`config.mk`:
```
export PLATFORM = sky130hd
export DESIGN_NAME = ysyx_22051013_mem_arbiter
export DESIGN_NICKNAME = d
export VERILOG_FILES = /design/src/rtl/ysyx_22051013_mem_arbiter_pkg.sv /design/src/rtl/ysyx_22051013_mem_arb_pick.sv /design/src/rtl/ysyx_22051013_mem_arbiter.sv
export SDC_FILE = /design/constraint.sdc
export NUM_CORES = 1
export LEC_CHECK = 0
export ABC_AREA = 1
export CORE_AREA = 2 2 209 211
export CTS_CLUSTER_DIAMETER = 120
export DETAILED_ROUTE_END_ITERATION = 10
export DIE_AREA = 0 0 211 213
export GPL_TIMING_DRIVEN = 0
export PLACE_DENSITY = 0.49
export RECOVER_POWER = 25
export SYNTH_ARGS = -nofsm -noshare
export SYNTH_HDL_FRONTEND = slang
export SYNTH_SLANG_ARGS = --single-unit
```
`constraint.sdc`:
```
create_clock -name clk -period 1.41 [get_ports clk]
set_input_delay 0.3525 -clock clk [delete_from_list [all_inputs] [get_ports clk]]
set_output_delay 0.3525 -clock clk [all_outputs]
set_load 0.05 [all_outputs]
```
`src/rtl/ysyx_22051013_mem_arbiter_pkg.sv`:
```
// Shared types for the IFU/LSU data-memory arbiter: FSM states, owner IDs, watchdog default.
// Optional round-robin arbitration is enabled by defining MEM_ARB_RR_EN.
package ysyx_22051013_mem_arbiter_pkg;

  typedef enum logic [1:0] {
    IDLE = 2'd0,
    REQ  = 2'd1,
    WAIT = 2'd2
  } state_e;

  typedef enum logic {
    OWN_IF = 1'b0,
    OWN_LS = 1'b1
  } owner_e;

  localparam int TIMEOUT_CYC_DEF = 255;

  // Reads always fetch the whole naturally aligned doubleword.
  function automatic logic [63:0] alignDword(input logic [63:0] addr);
    return {addr[63:3], 3'b000};
  endfunction

endpackage

```
`src/rtl/ysyx_22051013_mem_arb_pick.sv`:
```
// Combinational grant between IFU and LSU requests.
// MEM_ARB_RR_EN selects round-robin on ties; otherwise LSU has fixed priority.
module ysyx_22051013_mem_arb_pick
  import ysyx_22051013_mem_arbiter_pkg::*;
(
  input  logic   if_valid_i,
  input  logic   ls_valid_i,
`ifdef MEM_ARB_RR_EN
  input  owner_e last_grant_i,
`endif
  output logic   grant_valid_o,
  output owner_e grant_o
);

  always_comb begin
    grant_valid_o = if_valid_i | ls_valid_i;
    grant_o       = OWN_LS;
    if (if_valid_i && !ls_valid_i) begin
      grant_o = OWN_IF;
    end
`ifdef MEM_ARB_RR_EN
    // On a tie, hand the port to whoever did not get it last time.
    else if (if_valid_i && ls_valid_i && last_grant_i == OWN_LS) begin
      grant_o = OWN_IF;
    end
`endif
  end

endmodule

```
`src/rtl/ysyx_22051013_mem_arbiter.sv`:
```
// Shares one 64-bit data-memory port between IFU and LSU: one transaction at a time with watchdog.
// Define MEM_ARB_RR_EN for round-robin tie-breaking instead of fixed LSU priority.
module ysyx_22051013_mem_arbiter
  import ysyx_22051013_mem_arbiter_pkg::*;
#(
  parameter int TIMEOUT_CYC = TIMEOUT_CYC_DEF
) (
  input  logic        clk,
  input  logic        rst,
  input  logic        if_req_valid,
  input  logic [63:0] if_addr,
  output logic        if_req_ready,
  output logic        if_resp_valid,
  output logic [63:0] if_rdata,
  input  logic        ls_req_valid,
  input  logic        ls_we,
  input  logic [63:0] ls_addr,
  input  logic [63:0] ls_wdata,
  input  logic [7:0]  ls_wmask,
  output logic        ls_req_ready,
  output logic        ls_resp_valid,
  output logic [63:0] ls_rdata,
  output logic        mem_req_valid,
  input  logic        mem_req_ready,
  output logic        mem_we,
  output logic [63:0] mem_addr,
  output logic [63:0] mem_wdata,
  output logic [7:0]  mem_wmask,
  input  logic        mem_resp_valid,
  input  logic [63:0] mem_rdata,
  output logic        busy,
  output logic        err_timeout
);

  localparam int CW = $clog2(TIMEOUT_CYC + 1);
  localparam logic [CW-1:0] CNT_MAX = CW'(TIMEOUT_CYC);

  state_e        state_q, state_d;
  owner_e        owner_q, owner_d;
  logic          we_q, we_d;
  logic [63:0]   addr_q, addr_d;
  logic [63:0]   wdata_q, wdata_d;
  logic [7:0]    wmask_q, wmask_d;
  logic [CW-1:0] cnt_q, cnt_d;
  logic          err_q, err_d;

  logic          grantValid;
  owner_e        grant;
  logic          accept;
  logic          respFire;
  logic [63:0]   respData;
  logic [63:0]   reqAddr;
  logic          reqWe;

`ifdef MEM_ARB_RR_EN
  owner_e        last_q;

  always_ff @(posedge clk or negedge rst) begin
    if (!rst) begin
      last_q <= OWN_IF;
    end else if (accept) begin
      last_q <= grant;
    end
  end
`endif

  ysyx_22051013_mem_arb_pick u_pick (
    .if_valid_i    (if_req_valid),
    .ls_valid_i    (ls_req_valid),
`ifdef MEM_ARB_RR_EN
    .last_grant_i  (last_q),
`endif
    .grant_valid_o (grantValid),
    .grant_o       (grant)
  );

  assign reqWe   = (grant == OWN_LS) && ls_we;
  assign reqAddr = (grant == OWN_LS) ? ls_addr : if_addr;

  always_ff @(posedge clk or negedge rst) begin
    if (!rst) begin
      state_q <= IDLE;
      owner_q <= OWN_LS;
      we_q    <= 1'b0;
      addr_q  <= '0;
      wdata_q <= '0;
      wmask_q <= '0;
      cnt_q   <= '0;
      err_q   <= 1'b0;
    end else begin
      state_q <= state_d;
      owner_q <= owner_d;
      we_q    <= we_d;
      addr_q  <= addr_d;
      wdata_q <= wdata_d;
      wmask_q <= wmask_d;
      cnt_q   <= cnt_d;
      err_q   <= err_d;
    end
  end

  always_comb begin
    state_d  = state_q;
    owner_d  = owner_q;
    we_d     = we_q;
    addr_d   = addr_q;
    wdata_d  = wdata_q;
    wmask_d  = wmask_q;
    cnt_d    = cnt_q;
    err_d    = err_q;
    accept   = 1'b0;
    respFire = 1'b0;
    respData = '0;
    unique case (state_q)
      IDLE: begin
        if (grantValid) begin
          accept  = 1'b1;
          owner_d = grant;
          we_d    = reqWe;
          addr_d  = reqWe ? reqAddr : alignDword(reqAddr);
          wdata_d = (grant == OWN_LS) ? ls_wdata : '0;
          wmask_d = reqWe ? ls_wmask : '0;
          state_d = REQ;
        end
      end
      REQ: begin
        if (mem_req_ready) begin
          cnt_d   = '0;
          state_d = WAIT;
        end
      end
      WAIT: begin
        // A real response in the same cycle as the deadline takes precedence.
        if (mem_resp_valid) begin
          respFire = 1'b1;
          respData = we_q ? '0 : mem_rdata;
          state_d  = IDLE;
        end else if (cnt_q == CNT_MAX) begin
          respFire = 1'b1;
          err_d    = 1'b1;
          state_d  = IDLE;
        end else begin
          cnt_d = cnt_q + CW'(1);
        end
      end
      default: state_d = IDLE;
    endcase
  end

  assign if_req_ready  = rst && accept && (grant == OWN_IF);
  assign ls_req_ready  = rst && accept && (grant == OWN_LS);
  assign if_resp_valid = respFire && (owner_q == OWN_IF);
  assign ls_resp_valid = respFire && (owner_q == OWN_LS);
  assign if_rdata      = (owner_q == OWN_IF) ? respData : '0;
  assign ls_rdata      = (owner_q == OWN_LS) ? respData : '0;
  assign mem_req_valid = (state_q == REQ);
  assign mem_we        = we_q;
  assign mem_addr      = addr_q;
  assign mem_wdata     = wdata_q;
  assign mem_wmask     = wmask_q;
  assign busy          = (state_q != IDLE);
  assign err_timeout   = err_q;

endmodule

```
==> impl_metrics.env <==
export IMPL_setup_ws_ps=-806.9
export IMPL_regArea_mm2=0.003734
export IMPL_peakVddDrop_v=0.001184
export IMPL_drc_errors=0
export IMPL_yosysSeqAreaShare_pct=49.75
export IMPL_insertion_delay_ps=450
export IMPL_route_vias_total=8868
export IMPL_period_needed_ps=2217
export IMPL_first_global_vias=9238
export IMPL_timing_final_setup_violations=281
export IMPL_maxSlewViolCount=0
export IMPL_layout_commonest_cell="buf_6"
export IMPL_leakagePower_nw=7.144
export IMPL_rsz0062_at_grt="yes"
export IMPL_syn_avg_cell_area_um2=8.789
export IMPL_wl_mm=41.32
export IMPL_fin_cells=2001
export IMPL_final_cell_mix="273 x buf_6, 264 x clkdlybuf4s50_1, 145 x dfrtp_1, 91 x nand2_1, 86 x inv_1"
export IMPL_startpoint_type="flop"
export IMPL_relSlewSlack_pct=34.08
export IMPL_netlist_area_mm2=0.007497
export IMPL_die_area_mm2=0.04494
export IMPL_dr_first_iter_drc_count=355
export IMPL_wl_per_cell_um=20.65
export IMPL_rows=76
export IMPL_initial_core_util_pct=17.56
export IMPL_grt_usage_pct=17.77
export IMPL_status="finished, violations left"
export IMPL_grt_max_degree=99
export IMPL_final_antenna_net_count=0
export IMPL_violations="hold timing, setup timing"
export IMPL_hpwlAfterDp_mm=32.69
export IMPL_multiInputGateArea_mm2=0.004220
export IMPL_synth_top_cell_area_share_pct=49.40
export IMPL_cts_root_buffer="clkbuf_16"
export IMPL_synth_largest_area_cell="dfrtp_1"
export IMPL_ys_ff_latch=149
export IMPL_fin_worst_skew_ps=11.65
export IMPL_power_density_mw_per_mm2=2098
export IMPL_antenna_found_initial=4
export IMPL_finalNetCount=1713
export IMPL_fmax_mhz=451.1
export IMPL_fin_hold_ws_ps=-192.0
export IMPL_synth_warnings=0
export IMPL_synth_cell_types=28
export IMPL_io_pins=543
export IMPL_worst_pin_slew_ps=988.9
export IMPL_cp_arrival_ps=1860
export IMPL_period_share_pct=157.2
export IMPL_reg2reg_slack_ps=-290
export IMPL_cp_data_required_time_ps=1060
export IMPL_cts_made_buffers=17
export IMPL_endpoint_kind="output port"
export IMPL_die_w_um=211
export IMPL_synth_nets=1125
export IMPL_fp_dieH_um=213
export IMPL_grt_first_pass_wirelength_mm=59.00
export IMPL_overflow=0
export IMPL_hold_viol=50
export IMPL_area_growth_synth_to_final_pct=117.0
export IMPL_dr_pass1_iters=7
export IMPL_clock_sinks=149
export IMPL_core_area_mm2=0.04270
export IMPL_critical_path_max_fanout=10
export IMPL_synth_area_top_cells="dfrtp_1 49%, nor3_1 8.6%, a32o_1 8.5%"
export IMPL_io_buffers=538
export IMPL_synth_cells=853
export IMPL_path_clk_slew_ps=60
export IMPL_drive_gt1_share_pct=39.20
export IMPL_via_per_inst=4.432
export IMPL_cts_buffer_depth=2
export IMPL_criticalPathCategory="flop to output port"
export IMPL_nFillCells=4319
export IMPL_gp_congestion=0.8598
export IMPL_cts_tree="yes"
export IMPL_drv_cap=0
export IMPL_hold_class="primary input to asynchronous set/reset pin"
export IMPL_place_inst=1938
export IMPL_cts_htree_levels=4
-- power breakdown --
part           internal [W]  leakage (nW)  switching (W)
clock               0.00297         0.302        0.00199
combinational       0.00770          4.97         0.0139
sequential          0.00616          1.87        0.00138
total                0.0168          7.14         0.0173
-- critical path, stage by stage (launching register included) --
cell	delay (ps)
dfrtp_2	450
nor2_4	150
nand3_4	120
buf_12	170
buf_6	160
nor3_1	150
buf_4	230
-- cell families (layout without fill, tap and decap cells) --
group / Yosys count / after routing / synth area share (%)
other: 0 / 1 / 0
xor gates and xnor gates: 2 / 2 / 0.2337
buffers and inverters: 176 / 777 / 10.93
DFF: 149 / 149 / 49.75
AOI/OAI and AO/OA: 203 / 203 / 19.88
and+or+nand+nor: 322 / 322 / 19.04
adders and majority gates: 1 / 1 / 0.1669
-- layer usage --
| layer | wire length, um | global-route usage [%] |
|---|---|---|
| met5 | 21 | 0 |
| met2 | 21780 | 32.10 |
| met4 | 1028 | 6.678 |
| met1 | 15020 | 19.16 |
| met3 | 3471 | 6.045 |
-- sequential cells by signal (all words and copies together) (netlist names) --
register     cells
err_timeout      1
mem_wmask        8
owner_q          1
mem_we           1
cnt_q            8
state_q          2
mem_addr        64
mem_wdata       64
-- cells in the mapped netlist --
| cell type | instances |
|---|---|
| nand3_2 | 3 |
| o21ai_1 | 3 |
| clkbuf_1 | 27 |
| a21oi_1 | 53 |
| nand3_1 | 15 |
| inv_1 | 89 |
| ha_1 | 1 |
| nor2_1 | 72 |
| dfrtp_1 | 148 |
| nor2_4 | 1 |
| o21ai_0 | 18 |
| inv_2 | 2 |
| buf_1 | 8 |
| nand2_1 | 98 |
| buf_2 | 34 |
| o21ai_2 | 1 |
| o21bai_1 | 2 |
| a32o_1 | 64 |
| nor3_1 | 129 |
| nor2_2 | 1 |
| dfstp_2 | 1 |
| o31ai_1 | 54 |
| buf_4 | 1 |
| nand3b_1 | 2 |
| buf_6 | 15 |
| a31oi_1 | 8 |
| xor2_1 | 2 |
| nand2_2 | 1 |
-- area by class of cell --
cell class	instances	area share (%)
clock inverters	11	0.8921
flip-flops and latches	149	22.95
multi-input cells	528	25.94
clock buffers	21	2.953
plain buffers	85	4.430
inverters	91	2.153
diodes	1	0.01538
repair buffers	569	36.47
well taps	546	4.199
-- through the flow --
stage / area, um2 / worst slack (ps) / util, % / TNS, ps / total power, W
floorplan: 8034 / -986.5 / - / -102970 / 0.01926
global placement: 14100 / -7723 / 33.03 / -1355960 / 0.02653
detailed placement: 14130 / -2065 / 33.11 / -298760 / 0.02656
CTS: 15300 / -881.6 / 35.83 / -249790 / 0.03244
global route: 16270 / -896.6 / 38.11 / -158940 / 0.03580
finish: 16270 / -806.9 / 38.11 / -129310 / 0.03413
-- worst paths after layout --
path	from	endpoint	cells past startpoint
max reg2reg	state_q[1]	mem_wdata[2]	7
min in group clk	if_req_valid	mem_addr[9]	3
min reg2reg	mem_wmask[6]	mem_wmask[6]	2
max	state_q[0]	if_rdata[29]	6
max in group asynchronous	rst	mem_we	2
min	rst	mem_addr[46]	1
-- timing repair --
action | 4_1_cts | 5_1_grt
gates resized for setup | 1070 | 1005
endpoints found under the hold margin | 50 | 50
buffers inserted | 10 | 18
pin swaps | 8 | 11
setup endpoints to repair | 414 | 419
gates cloned | 0 | 2
Power figures use the tool's default switching activity.
